`config.mk`:
```
export PLATFORM = sky130hd
export DESIGN_NAME = multicycle_ctrl
export DESIGN_NICKNAME = d
export VERILOG_FILES = /design/src/rtl/multicycle_ctrl.sv
export SDC_FILE = /design/constraint.sdc
export NUM_CORES = 1
export LEC_CHECK = 0
export BUFFER_PORTS_ARGS = -buffer_cell sky130_fd_sc_hd__buf_2
export CAP_MARGIN = 10
export CORE_MARGIN = 10
export CORE_UTILIZATION = 40
export CTS_BUF_LIST = sky130_fd_sc_hd__clkbuf_8
export CTS_CLUSTER_SIZE = 30
export DETAILED_ROUTE_END_ITERATION = 8
export PLACE_DENSITY = 0.83
export SLEW_MARGIN = 20
export SYNTH_ARGS = -nofsm -noshare
export SYNTH_HDL_FRONTEND = slang
export SYNTH_SLANG_ARGS = --single-unit
```
`constraint.sdc`:
```
create_clock -name clk -period 1.8 [get_ports clk]
set_clock_uncertainty 0.1 [all_clocks]
set_input_delay 0.09 -clock clk [delete_from_list [all_inputs] [get_ports clk]]
set_output_delay 0.09 -clock clk [all_outputs]
set_load 0.005 [all_outputs]
```
`src/rtl/multicycle_ctrl.sv`:
```
// multicycle_ctrl: main control FSM of the multi-cycle RV32I core.
// Sequences each instruction through FETCH/DECODE/EXEC/MEM/WB and drives
// the ALU op code, operand/PC/writeback selects and write strobes.
// Its only state is the FSM state and the sticky illegal-instruction flag.
// Ports:
//   clk, reset          - clock, synchronous active-high reset
//   instr               - instruction from the IR (valid from DECODE on)
//   bcond               - branch condition from the execute unit (EXEC)
//   mem_ready           - completion of the current mem_req
//   alu_op              - 5-bit op code, MSB=1 for branch/JALR/LUI
//   alu_src_a/b         - operand selects
//   pc_src, wb_sel      - PC source / writeback source selects
//   pc_write, ir_write, reg_write, mem_req, mem_we - strobes
//   mem_addr_sel        - 0=PC (fetch), 1=ALU out (data)
//   state               - FSM state code
//   retired             - one-cycle pulse per completed instruction
//   illegal_instr       - sticky trap flag
module multicycle_ctrl #(
  parameter int unsigned ALU_CTRL_WIDTH = 5,
  parameter int unsigned INSTR_WIDTH    = 32
) (
  input  logic                      clk,
  input  logic                      reset,
  input  logic [INSTR_WIDTH-1:0]    instr,
  input  logic                      bcond,
  input  logic                      mem_ready,
  output logic [ALU_CTRL_WIDTH-1:0] alu_op,
  output logic [1:0]                alu_src_a,
  output logic [1:0]                alu_src_b,
  output logic [1:0]                pc_src,
  output logic [1:0]                wb_sel,
  output logic                      pc_write,
  output logic                      ir_write,
  output logic                      reg_write,
  output logic                      mem_req,
  output logic                      mem_we,
  output logic                      mem_addr_sel,
  output logic [2:0]                state,
  output logic                      retired,
  output logic                      illegal_instr
);

  localparam logic [6:0] OP_R     = 7'b0110011;
  localparam logic [6:0] OP_I     = 7'b0010011;
  localparam logic [6:0] OP_LOAD  = 7'b0000011;
  localparam logic [6:0] OP_STORE = 7'b0100011;
  localparam logic [6:0] OP_BR    = 7'b1100011;
  localparam logic [6:0] OP_JAL   = 7'b1101111;
  localparam logic [6:0] OP_JALR  = 7'b1100111;
  localparam logic [6:0] OP_LUI   = 7'b0110111;
  localparam logic [6:0] OP_AUIPC = 7'b0010111;

  localparam logic [1:0] SRC_A_RS1 = 2'd0;
  localparam logic [1:0] SRC_A_PC  = 2'd1;
  localparam logic [1:0] SRC_B_RS2 = 2'd0;
  localparam logic [1:0] SRC_B_IMM = 2'd1;
  localparam logic [1:0] PC_PLUS4  = 2'd0;
  localparam logic [1:0] PC_TARGET = 2'd1;
  localparam logic [1:0] PC_ALU    = 2'd2;
  localparam logic [1:0] WB_ALU    = 2'd0;
  localparam logic [1:0] WB_MEM    = 2'd1;
  localparam logic [1:0] WB_PC4    = 2'd2;

  typedef enum logic [2:0] {
    S_FETCH  = 3'd0,
    S_DECODE = 3'd1,
    S_EXEC   = 3'd2,
    S_MEM    = 3'd3,
    S_WB     = 3'd4,
    S_TRAP   = 3'd7
  } state_e;

  state_e state_q, state_d;
  logic   illegal_q;

  logic [6:0] opcode;
  logic [2:0] funct3;
  logic [4:0] rd;
  logic is_r, is_i, is_ld, is_st, is_br, is_jal, is_jalr, is_lui, is_auipc;
  logic legal, br_bad;

  logic [ALU_CTRL_WIDTH-1:0] alu_op_x;
  logic [1:0]                src_a_x, src_b_x;

  // rs1/rs2/immediate fields belong to the datapath, not to control
  logic unused_instr_bits;
  assign unused_instr_bits = &{1'b0, instr[INSTR_WIDTH-1], instr[29:15]};

  // Instruction class decode
  assign opcode   = instr[6:0];
  assign funct3   = instr[14:12];
  assign rd       = instr[11:7];
  assign is_r     = (opcode == OP_R);
  assign is_i     = (opcode == OP_I);
  assign is_ld    = (opcode == OP_LOAD);
  assign is_st    = (opcode == OP_STORE);
  assign is_br    = (opcode == OP_BR);
  assign is_jal   = (opcode == OP_JAL);
  assign is_jalr  = (opcode == OP_JALR);
  assign is_lui   = (opcode == OP_LUI);
  assign is_auipc = (opcode == OP_AUIPC);
  assign legal    = is_r | is_i | is_ld | is_st | is_br | is_jal | is_jalr | is_lui | is_auipc;
  // funct3 010/011 are not defined for branches
  assign br_bad   = is_br && (funct3[2:1] == 2'b01);

  // ALU op and operand selects; held unchanged through EXEC, MEM and WB
  always_comb begin
    alu_op_x = '0;
    src_a_x  = SRC_A_RS1;
    src_b_x  = SRC_B_RS2;
    if (is_r) begin
      alu_op_x = ALU_CTRL_WIDTH'({1'b0, instr[30], funct3});
    end else if (is_i) begin
      // only the shift-right pair uses instr[30] to pick arithmetic vs logical
      alu_op_x = ALU_CTRL_WIDTH'({1'b0, (funct3 == 3'b101) ? instr[30] : 1'b0, funct3});
      src_b_x  = SRC_B_IMM;
    end else if (is_ld || is_st) begin
      src_b_x  = SRC_B_IMM;
    end else if (is_br) begin
      alu_op_x = ALU_CTRL_WIDTH'({2'b10, funct3});
    end else if (is_jalr) begin
      alu_op_x = ALU_CTRL_WIDTH'(5'b11001);
      src_b_x  = SRC_B_IMM;
    end else if (is_lui) begin
      alu_op_x = ALU_CTRL_WIDTH'(5'b11000);
      src_b_x  = SRC_B_IMM;
    end else if (is_auipc) begin
      src_a_x  = SRC_A_PC;
      src_b_x  = SRC_B_IMM;
    end
  end

  // State register and sticky trap flag
  always_ff @(posedge clk) begin
    if (reset) begin
      state_q   <= S_FETCH;
      illegal_q <= 1'b0;
    end else begin
      state_q <= state_d;
      if (state_d == S_TRAP) illegal_q <= 1'b1;
    end
  end

  // Next-state logic
  always_comb begin
    state_d = state_q;
    case (state_q)
      S_FETCH:  if (mem_ready) state_d = S_DECODE;
      S_DECODE: state_d = legal ? S_EXEC : S_TRAP;
      S_EXEC: begin
        if (is_br)              state_d = br_bad ? S_TRAP : S_FETCH;
        else if (is_ld || is_st) state_d = S_MEM;
        else                    state_d = S_WB;
      end
      S_MEM:    if (mem_ready) state_d = is_st ? S_FETCH : S_WB;
      S_WB:     state_d = S_FETCH;
      S_TRAP:   state_d = S_TRAP;
      default:  state_d = S_FETCH;
    endcase
  end

  // Output logic; everything forced quiet while reset is held
  always_comb begin
    alu_op       = '0;
    alu_src_a    = SRC_A_RS1;
    alu_src_b    = SRC_B_RS2;
    pc_src       = PC_PLUS4;
    wb_sel       = WB_ALU;
    pc_write     = 1'b0;
    ir_write     = 1'b0;
    reg_write    = 1'b0;
    mem_req      = 1'b0;
    mem_we       = 1'b0;
    mem_addr_sel = 1'b0;
    retired      = 1'b0;
    if (!reset) begin
      case (state_q)
        S_FETCH: begin
          mem_req  = 1'b1;
          ir_write = mem_ready;
        end
        S_EXEC: begin
          alu_op    = alu_op_x;
          alu_src_a = src_a_x;
          alu_src_b = src_b_x;
          if (is_br && !br_bad) begin
            pc_write = 1'b1;
            pc_src   = bcond ? PC_TARGET : PC_PLUS4;
            retired  = 1'b1;
          end
        end
        S_MEM: begin
          alu_op       = alu_op_x;
          alu_src_a    = src_a_x;
          alu_src_b    = src_b_x;
          mem_req      = 1'b1;
          mem_addr_sel = 1'b1;
          mem_we       = is_st;
          if (mem_ready && is_st) begin
            pc_write = 1'b1;
            retired  = 1'b1;
          end
        end
        S_WB: begin
          alu_op    = alu_op_x;
          alu_src_a = src_a_x;
          alu_src_b = src_b_x;
          reg_write = (rd != 5'd0);
          pc_write  = 1'b1;
          retired   = 1'b1;
          if (is_ld) begin
            wb_sel = WB_MEM;
          end else if (is_jal) begin
            wb_sel = WB_PC4;
            pc_src = PC_TARGET;
          end else if (is_jalr) begin
            wb_sel = WB_PC4;
            pc_src = PC_ALU;
          end
        end
        default: ;
      endcase
    end
  end

  assign state         = state_q;
  assign illegal_instr = illegal_q;

endmodule

```
* Word level (Yosys, flattened, before mapping)
Index checks and enable logic that the tools add are counted.
Widths: inputs -> output; s select.
** Word-level totals
- Register bits after elaboration :: 4
- Bits in latches :: 0
- Bits in writable memories :: 0
- ROM bits :: 0
- Input bits :: 36
- Output and inout port bits :: 24
- Word-level logic and storage cells :: 95
- Memories :: 0
** Cells by class
- $add $sub $neg :: 0
- $mul :: 0
- Div/mod/pow operators :: 0
- Magnitude comparators :: 0
- Equality and inequality tests :: 17
- Shift-type cells :: 0
- Mux-type cells :: 59
- Bitwise gates (word level) :: 8
- Reductions and logical operators :: 9
** Operator list (count)
- $mux 5 :: 8
- $mux 1 :: 28
- $mux 2 :: 13
- $eq 7x6->1 const B :: 3
- $eq 7x7->1 const B :: 3
- $mux 3 :: 7
- $pmux 3 s5 :: 1
- $eq 7x5->1 const B :: 2
- $eq 3x3->1 const B :: 4
- $or 1x1->1 :: 8
- $eq 7x2->1 const B :: 1
- $eq 3x2->1 const B :: 2
- $reduce_bool 5->1 :: 1
- $pmux 2 s2 :: 1
- $eq 3x1->1 const B :: 1
- $logic_and 1x1->1 :: 3
- $logic_not 3->1 :: 1
- $pmux 1 s3 :: 1
- $reduce_or 3->1 :: 1
- $eq 2x1->1 const B :: 1
- $reduce_or 2->1 :: 1
- $logic_not 1->1 :: 1
- $logic_or 1x1->1 :: 1

* Longest topological paths before layout
Gate-level depths: netlist (run 1).
- Depth after elaboration :: 12
- Depth in mapped cells :: 6
- Gate-level depth less buffers :: 5

* Worst setup path after synthesis (run 1)
OpenSTA, ideal clock, no wires.
- Path type :: reg-to-output
- Start :: register state_q[2], in the netlist state[2]
- End :: output pc_src[0]
- Data arrival time :: 1455 ps
- Data required time :: 1610 ps
- Slack :: 155 ps
- Cell stages (with the launch flop) :: 6
- Path buffers :: 1
- Cells stage by stage :: dfxtp_1 > buf_2 > nand2b_4 > or2_1 > or4_1 > a21oi_1
** Between the ends
- Word-level cells in the longest chain between the ends :: 3
- Elaborated cells on any way between the ends :: 4
- Classes of those cells :: eq/ne (2); mux (2)
** RTL lines
- from (decl) :: RTL line 73 : state_e state_q, state_d;
- from (signal assigned) :: RTL line 139 : state_q <= state_d;
- $eq 3x3->1 / $eq 3x2->1 (equally long branches) :: RTL line 177 : case (state_q)
- $pmux 2 s2 (*) :: RTL line 177
- $mux 2 (*) :: RTL line 176 : if (!reset) begin
- to (decl) :: RTL line 30 : output logic [1:0] pc_src,
Mark *: on every way between the ends. The rest lies on a longest branch, timed or not.

* Worst setup path in the final report (run 1)
- Start :: register state_q[1], in the netlist state[1]
- End :: output alu_src_a[0]
** Between the ends
- Word-level cells in the longest chain between the ends :: 4
- Elaborated cells on any way between the ends :: 6
- Classes of those cells :: eq/ne (3); mux (2); reduce/logical (1)
** RTL lines
- $eq 3x3->1 / $eq 3x2->1 (equally long branches) :: RTL line 177
- $reduce_or 3->1 (no source line) (*)
- $mux 2 (*) :: RTL line 177
- $mux 2 (*) :: RTL line 176
- to (decl) :: RTL line 28 : output logic [1:0] alu_src_a,
Marks and branches as above.

==> results.json, run 1 <==
{
  "dpl_cell_area_sq_um": 928,
  "fin_cells": 176,
  "fin_crit_sh_pct": 101,
  "pwr-share-seq_pct": 16.8,
  "start_util_pct": 42.1,
  "yosys.area.top_type_share_pct": 11.0,
  "placed_cells": 165,
  "synth_area_sq_um": 727,
  "cap_violations": 0,
  "synth_area_per_cell_sq_um": 7.06,
  "p_int_uw": 534,
  "wirelength_microns": 2720,
  "hp-class": "in -> reg",
  "syn2layout_area_growth_pct": 47.3,
  "cts_root_buffer": "clkbuf_8",
  "critPathMaxStageDelay_ns": 0.34,
  "hold_path_startpoint": "mem_ready",
  "finalHoldViolations": 0,
  "cts_tree": "done",
  "nets": 189,
  "grt_pass1_vias": 892,
  "synth_area_leaders": "dfxtp_1 (11%), a21oi_1 (9.6%), nand2_1 (6.7%)",
  "p_comb_share_pct": 60.3,
  "cp_cell_sequence": "nor2_4, nand2_2, a21oi_4, nand4b_1, nor4b_2, buf_2",
  "violations": "negative setup slack",
  "path_buf_inv": 1,
  "setup_slack_ns": -0.0214,
  "dp_hpwl_microns": 2030,
  "clk_pin_slew_ns": 0.04,
  "rows": 15,
  "routed-via-count": 967,
  "whs_ns": 0.183,
  "rr_startpoint": "state[2]$_SDFF_PP0_",
  "die_w_microns": 62.6,
  "outcome": "finished, violations left",
  "p_clk_share_pct": 22.9,
  "cp.required_ns": 1.61,
  "cp.arrival_ns": 1.63,
  "core_area_sq_um": 1730,
  "synth.largest_area_cell": "dfxtp_1",
  "ys_seq_area_share_pct": 11.0,
  "crit_family": "simple AND/OR/NAND/NOR gates",
  "overflow": 0,
  "drt_first_pass_iters": 4,
  "clockBufferDepth": 2,
  "drc": 0,
  "setup.worst_path.class": "reg -> out",
  "synth_cells": 103,
  "cts_num_sinks": 4,
  "clk_latency_ns": 0.23,
  "endpoint_kind": "primary output",
  "crit_path_start_kind": "flop",
  "grt_pass1_wl_microns": 3960,
  "cp-startpoint": "state[1]$_SDFF_PP0_",
  "ir_worst_vdd_v": 0.000494,
  "antenna_found_initial": 0,
  "portBuffers": 41,
  "grtUsageTotal_pct": 11.8,
  "drive_above_1_share_pct": 49.0,
  "rsz0062_at_grt": "yes",
  "first_iter_violations": 28,
  "diodes": 0,
  "p_sw_share_pct": 39.7,
  "fmax_ghz": 0.549,
  "critPathSlowestCell": "dfxtp_2",
  "wire_per_inst_microns": 15.5,
  "viasPerCell": 5.49,
  "die_area_sq_um": 3920,
  "p_per_area_nw_per_um2": 827,
  "grt_start_max_net_pins": 14,
  "num_io_pins": 60,
  "synth_warnings": 0,
  "setup_viol": 1,
  "synth-seq-cells": 4,
  "gp_congestion": 0.820,
  "die_h_microns": 62.6,
  "netlist-cell-type-count": 40,
  "antenna_left": 0,
  "slew_violations": 0,
  "cts_buffers": 3,
  "period_minus_slack_ns": 1.82,
  "pre_cts_ws_ns": 0.111,
  "ctsHoldBuffers": 0,
  "fin_tns_setup_ns": -0.0214,
  "crit_fanout": 5,
  "leakagePower_uw": 0.000492,
  "ctsHtreeMaxLevel": 1,
  "power_switching_uw": 352,
  "final_cell_area_sq_um": 1070
}
==> synth_stat cells, drive strengths merged <==
master and instances:
nor2b 3, nand4b 2, inv 4, a22o 1
nor4b 2, and3b 1, nand3 4, o21ba 1
a21oi 14, a31oi 1, o31ai 1, a2bb2oi 1
buf 7, nand2b 5, clkbuf 3, nor4 3
o21ai 2, nor2 7, nor3 5, or4 2
nand4 1, nor3b 3, a311oi 1, a211oi 2
nand2 13, nand4bb 1, or2 2, nand3b 1
a2111oi 1, dfxtp 4, and3 2, conb 1
or3 1, o22a 1
==> kinds of logic after synthesis <==
kind of cell    count (synthesis)  share of synthesized area, %
compound gates                 26                          26.5
flops                           4                          11.0
simple gates                   58                          49.4
buf+inv                        14                          12.6
other cells                     1                         0.516
==> placed cells by master, fill, tap and decap left out, types with 2 or more instances in the layout <==
| cell type | synthesis | final |
|---|---|---|
| buf_4 | 3 | 12 |
| a21oi_1 | 14 | 12 |
| a211oi_1 | 2 | 2 |
| buf_2 | 2 | 41 |
| and3_1 | 2 | 2 |
| conb_1 | 1 | 2 |
| dfxtp_2 | 0 | 2 |
| nor3_1 | 5 | 5 |
| nand2b_1 | 4 | 4 |
| dfxtp_1 | 4 | 2 |
| nor3b_1 | 3 | 3 |
| nor4_1 | 3 | 3 |
| clkbuf_8 | 1 | 3 |
| nand2_1 | 13 | 12 |
| or2_4 | 1 | 2 |
| nor2_1 | 7 | 6 |
| or4_4 | 0 | 2 |
| nand3_1 | 4 | 4 |
| nor2b_1 | 3 | 3 |
| nand4b_1 | 2 | 2 |
| inv_1 | 4 | 4 |
==> final cells by class <==
class,instances,area [sq um]
repair buffers,54,307
fillers,147,656
well taps,25,31.3
flip-flops and latches,4,82.6
clock buffers,3,41.3
multi-input cells,86,594
inverters,4,15.0
==> registers in the layout (all words and copies together) (netlist names) <==
name,count
state,3
illegal_instr,1
==> stage by stage <==
step	util, %	power, uW
after floorplan	-	431
after global placement	53.8	548
after detailed placement	53.8	557
after CTS	60.1	820
after global routing	62.0	948
final	62.0	885
==> worst register-to-register path, stage by stage, from the launching register on <==
cell       delay (ns)
dfxtp_2          0.31
buf_4            0.13
buf_4            0.16
inv_1            0.10
nand3_1          0.08
or4_4            0.50
a2bb2oi_1        0.15
o31ai_2          0.06
==> per-layer routing <==
metal / track usage [%] / wire length, microns / share of wire [%] / vias up
met5: 0 / 0 / 0 / -
met4: 5.03 / 26 / 0.95 / 0
met3: 3.94 / 199 / 7.3 / 2
met2: 21.5 / 1440 / 53 / 42
met1: 11.8 / 1060 / 39 / 451
li1: - / - / - / 472
==> worst paths after layout <==
kind	to	slack, ns	cells past startpoint
min reg2reg	illegal_instr$_SDFFE_PP0N_	0.37	2
min	state[1]$_SDFF_PP0_	0.18	4
max reg2reg	illegal_instr$_SDFFE_PP0N_	0.10	7
max	alu_src_a[0]	-0.02	6
==> power groups by stage <==
stage	Combinational [uW]	Clock, uW	Sequential (uW)
5_1_grt	583	210	154
4_1_cts	481	194	144
3_5_place_dp	415	0	142
3_3_place_gp	406	0	142
6_report	534	203	149
2_1_floorplan	291	0	140
==> timing repair <==
item,4_1_cts,5_1_grt
pin swaps,7,7
buffers inserted,6,2
resized for setup,7,6
endpoints found under the setup margin,5,6
No activity file was read; power rests on OpenSTA's default activity.
==> run 2, diff against run 1 <==
--- a/config.mk
+++ b/config.mk
@@ -6,13 +6,13 @@
 export NUM_CORES = 1
 export LEC_CHECK = 0
 export BUFFER_PORTS_ARGS = -buffer_cell sky130_fd_sc_hd__buf_2
-export CAP_MARGIN = 10
-export CORE_MARGIN = 10
+export CORE_MARGIN = 2
 export CORE_UTILIZATION = 40
 export CTS_BUF_LIST = sky130_fd_sc_hd__clkbuf_8
 export CTS_CLUSTER_SIZE = 30
 export DETAILED_ROUTE_END_ITERATION = 8
 export PLACE_DENSITY = 0.83
+export RECOVER_POWER = 25
 export SLEW_MARGIN = 20
 export SYNTH_ARGS = -nofsm -noshare
 export SYNTH_HDL_FRONTEND = slang
==> run 2 against run 1 <==
The run still ends with negative setup slack left. Critical path depth decreased by 1. Non-clock buffer count unchanged. Setup slack got worse by 0.055 ns. Via count increased by 3.2%. Clock-buffer cell count unchanged. Clock power decreased by 8%. Die area decreased by 45%. First-iteration DRC count decreased by 11%. Maximum frequency decreased by 2.9%. Flip-flop and latch count unchanged. Critical endpoint is now pc_src[0]. Largest power group unchanged.
==> results.json, run 2 (synthesized netlist as in run 1, its figures left out) <==
{
  "rr_startpoint": "state[2]$_SDFF_PP0_",
  "antenna_found_initial": 0,
  "fin_crit_sh_pct": 104,
  "endpoint": "pc_src[0]",
  "ctsHtreeMaxLevel": 1,
  "grt_start_max_net_pins": 14,
  "rsz0062_at_grt": "yes",
  "grt_pass1_wl_microns": 3300,
  "worstReg2RegEnd": "illegal_instr$_SDFFE_PP0N_",
  "drt_first_pass_iters": 4,
  "ir_worst_vdd_v": 0.000430,
  "num_io_pins": 60,
  "drive_above_1_share_pct": 49.7,
  "fin_cells": 176,
  "hp-class": "in -> reg",
  "grtUsageTotal_pct": 20.7,
  "n_fill_cell": 159,
  "cts_num_sinks": 4,
  "clk_pin_slew_ns": 0.03,
  "setup_slack_ns": -0.0760,
  "slew_violations": 0,
  "pre_cts_ws_ns": 0.119,
  "nets": 189,
  "core_area_sq_um": 1730,
  "cts_buffers": 3,
  "start_util_pct": 42.1,
  "dp_hpwl_microns": 1650,
  "dpl_cell_area_sq_um": 928,
  "crit_fanout": 4,
  "antenna_left": 0,
  "die_w_microns": 46.6,
  "final_cell_mix": "buf_2 (40), buf_4 (13), nand2_1 (12), a21oi_1 (12), nor2_1 (6)",
  "r2r_cells": 6,
  "rows": 15,
  "setup.worst_path.class": "reg -> out",
  "drc": 0,
  "leakagePower_uw": 0.000484,
  "min_path_cells": 4,
  "placed_cells": 165,
  "largest_register_ffs": 3,
  "viasPerCell": 5.67,
  "clockBufferDepth": 2,
  "wirelength_microns": 2570,
  "first_iter_violations": 25,
  "fmax_ghz": 0.533,
  "p_per_area_nw_per_um2": 826,
  "crit_path_start_kind": "flop",
  "violations": "negative setup slack",
  "whs_ns": 0.169,
  "grt_pass1_vias": 824,
  "cts_tree": "done",
  "endpoint_kind": "primary output",
  "cts_root_buffer": "clkbuf_8",
  "period_minus_slack_ns": 1.88,
  "clk_latency_ns": 0.21,
  "overflow": 0,
  "finalHoldViolations": 0,
  "reg2reg_slack_ns": 0.17,
  "utilization_pct": 62.7,
  "final_common_cell": "buf_2",
  "routed-via-count": 998,
  "cp.required_ns": 1.61,
  "final_cell_area_sq_um": 1080,
  "wire_per_inst_microns": 14.6,
  "syn2layout_area_growth_pct": 48.9,
  "portBuffers": 41,
  "cp-startpoint": "state[2]$_SDFF_PP0_",
  "gp_congestion": 0.837,
  "diodes": 0,
  "die_h_microns": 46.6,
  "die_area_sq_um": 2170,
  "outcome": "finished, violations left",
  "cap_violations": 0,
  "cp.arrival_ns": 1.69,
  "setup_viol": 3
}
-- run 2: changes by cell type in the layout (fill, tap and decap cells not counted), sizes merged --
cell	previous run	this run
buf	54	53
clkbuf	3	4
-- run 2: what timing repair did --
action / CTS / global route
hold buffers: 0 / 0
gates resized for setup: 8 / 8
setup buffers: 5 / 3
setup endpoints to repair: 5 / 9
pin swaps: 7 / 6
-- run 2: area by class of cell --
type | count | area (sq um) | area share [%]
clock buffer | 3 | 41.3 | 3.82
inverter | 4 | 15.0 | 1.39
multi-input combinational | 86 | 608 | 56.2
sequential | 4 | 85.1 | 7.86
tap | 25 | 31.3 | 2.89
timing repair buffer | 54 | 302 | 27.9
-- run 2: worst min-delay path by stage --
stage                                from                          to  slack (ns)
6_report                        mem_ready         state[1]$_SDFF_PP0_        0.17
5_1_grt                         mem_ready         state[1]$_SDFF_PP0_        0.20
4_1_cts                         mem_ready         state[1]$_SDFF_PP0_        0.16
3_5_place_dp                    mem_ready         state[1]$_SDFF_PP0_        0.38
3_3_place_gp   illegal_instr$_SDFFE_PP0N_  illegal_instr$_SDFFE_PP0N_        0.35
2_1_floorplan                    instr[3]                   pc_src[1]        0.12
-- run 2: report_power, final --
| group | switching, uW | internal, uW | leakage [uW] |
|---|---|---|---|
| clock | 43.8 | 142 | 0.0000216 |
| combinational | 278 | 270 | 0.000429 |
| sequential | 37.9 | 123 | 0.0000340 |
| total | 359 | 535 | 0.000484 |
-- run 2: layer usage --
metal  routed length [microns]  GRT usage [%]  up-vias
met5                         0              0        -
met2                      1350           37.5       68
li1                          -              -      469
met3                       190           4.31        6
met4                        34           7.22        0
met1                       988           23.8      455
-- run 2: worst max-delay path, stage by stage (launching register included) --
cell and delay (ns):
dfxtp_1 0.32, nand2b_4 0.16, or2_4 0.25, or4_4 0.48, a21oi_2 0.13, buf_2 0.12
-- run 2: per-stage QoR --
| step | total power (uW) | TNS [ns] |
|---|---|---|
| after detailed placement | 552 | 0 |
| after CTS | 828 | 0 |
| after global placement | 541 | 0 |
| final | 894 | -0.203 |
| after floorplan | 431 | 0 |
| after global routing | 940 | -0.364 |
==> run 3, diff against run 2 <==
--- a/config.mk
+++ b/config.mk
@@ -13,6 +13,7 @@
 export DETAILED_ROUTE_END_ITERATION = 8
 export PLACE_DENSITY = 0.83
 export RECOVER_POWER = 25
+export SETUP_SLACK_MARGIN = 0.4
 export SLEW_MARGIN = 20
 export SYNTH_ARGS = -nofsm -noshare
 export SYNTH_HDL_FRONTEND = slang
==> run 3 against run 2 <==
Wire length up 13%. Global-route usage up 3.8 points. First-iteration DRC count is 16% higher. Critical endpoint is now alu_op[4]. The run still ends with negative setup slack left.
==> results.json, run 3 (synthesized netlist as in run 1, its figures left out) <==
{
  "rows": 15,
  "grtUsageTotal_pct": 24.6,
  "violations": "negative setup slack",
  "antenna_found_initial": 0,
  "n_fill_cell": 143,
  "routed-via-count": 1062,
  "drt_first_pass_iters": 4,
  "nets": 197,
  "period_minus_slack_ns": 1.91,
  "p_per_area_nw_per_um2": 829,
  "die_area_sq_um": 2170,
  "antenna_left": 0,
  "slew_violations": 0,
  "core_area_sq_um": 1730,
  "viasPerCell": 5.77,
  "start_util_pct": 42.1,
  "drc": 0,
  "fin_tns_setup_ns": -0.274,
  "placed_cells": 166,
  "setup_slack_ns": -0.111,
  "cp.required_ns": 1.61,
  "finalHoldViolations": 0,
  "overflow": 0,
  "drive_above_1_share_pct": 63.5,
  "cts_tree": "done",
  "final_cell_mix": "buf_2 (37), buf_4 (14), nand2_1 (11), buf_6 (9), a21oi_1 (8)",
  "rsz0062_at_grt": "yes",
  "hp-class": "in -> reg",
  "num_io_pins": 60,
  "largest_register_ffs": 3,
  "crit_path_start_kind": "flop",
  "endpoint_kind": "primary output",
  "final_common_cell": "buf_2",
  "final_cell_area_sq_um": 1300,
  "grt_pass1_wl_microns": 3750,
  "wirelength_microns": 2890,
  "dp_hpwl_microns": 1670,
  "cts_num_sinks": 4,
  "fin_crit_sh_pct": 106,
  "cts_root_buffer": "clkbuf_8",
  "clk_pin_slew_ns": 0.03,
  "die_w_microns": 46.6,
  "clockBufferDepth": 2,
  "leakagePower_uw": 0.000566,
  "cap_violations": 0,
  "setup_viol": 4,
  "cts_buffers": 3,
  "setup.worst_path.class": "reg -> out",
  "grt_start_max_net_pins": 14,
  "die_h_microns": 46.6,
  "ir_worst_vdd_v": 0.000925,
  "portBuffers": 41,
  "outcome": "finished, violations left",
  "diodes": 0,
  "whs_ns": 0.181,
  "dpl_cell_area_sq_um": 948,
  "first_iter_violations": 29,
  "crit_fanout": 5,
  "fin_cells": 184,
  "clk_latency_ns": 0.22,
  "grt_pass1_vias": 914,
  "gp_congestion": 0.820,
  "fmax_ghz": 0.523,
  "pre_cts_ws_ns": 0.0920,
  "ctsHtreeMaxLevel": 1,
  "wire_per_inst_microns": 15.7,
  "cp.arrival_ns": 1.72,
  "syn2layout_area_growth_pct": 78.7
}
## run 3: final cells by class
| type | instances | area (sq um) | share of cell area [%] |
|---|---|---|---|
| clock buffer | 3 | 41.3 | 3.18 |
| inverter | 4 | 17.5 | 1.35 |
| multi-input combinational | 86 | 706 | 54.3 |
| sequential | 4 | 88.8 | 6.84 |
| tap | 25 | 31.3 | 2.41 |
| timing repair buffer | 62 | 414 | 31.9 |
## run 3: per-stage QoR
stage | total power, uW | utilization, %
after floorplan | 444 | -
after global placement | 554 | 54.9
after detailed placement | 568 | 54.9
after CTS | 939 | 67.8
after global routing | 1130 | 75.2
final | 1080 | 75.2
## run 3: path summary, 6_finish.rpt
path,from,slack (ns),to,cells after the start
setup / recovery,state[0]$_SDFF_PP0_,-0.11,alu_op[4],7
hold / removal,mem_ready,0.18,state[1]$_SDFF_PP0_,4
setup reg to reg,state[2]$_SDFF_PP0_,0.06,illegal_instr$_SDFFE_PP0N_,8
hold reg to reg,illegal_instr$_SDFFE_PP0N_,0.38,illegal_instr$_SDFFE_PP0N_,2
## run 3: repair_timing
| action | 4_1_cts | 5_1_grt |
|---|---|---|
| setup buffers | 9 | 6 |
| gates resized for setup | 31 | 18 |
| pin swaps | 14 | 16 |
| endpoints found under the setup margin | 19 | 20 |
| hold buffers | 0 | 0 |
## run 3: where the power goes
group	total (uW)	leakage, uW	switching, uW	internal (uW)
Clock	196	0.0000216	53.3	143
Sequential	159	0.0000347	32.3	127
Combinational	722	0.000510	340	382
Total	1080	0.000566	426	652
## run 3: worst max-delay path, cell delays in order (launching register included)
cell and delay [ns]:
dfxtp_4 0.35, nor2_4 0.15, nand2_2 0.10, a21oi_4 0.17, nand4b_1 0.24, buf_4 0.22, a211oi_2 0.14, buf_2 0.14
## run 3: routing by layer
metal	up-vias	track usage, %	share of wire [%]
met5	-	0	0
met4	0	17.2	3.0
met1	513	24.4	40
li1	488	-	-
met2	51	44.4	50
met3	10	5.49	6.9
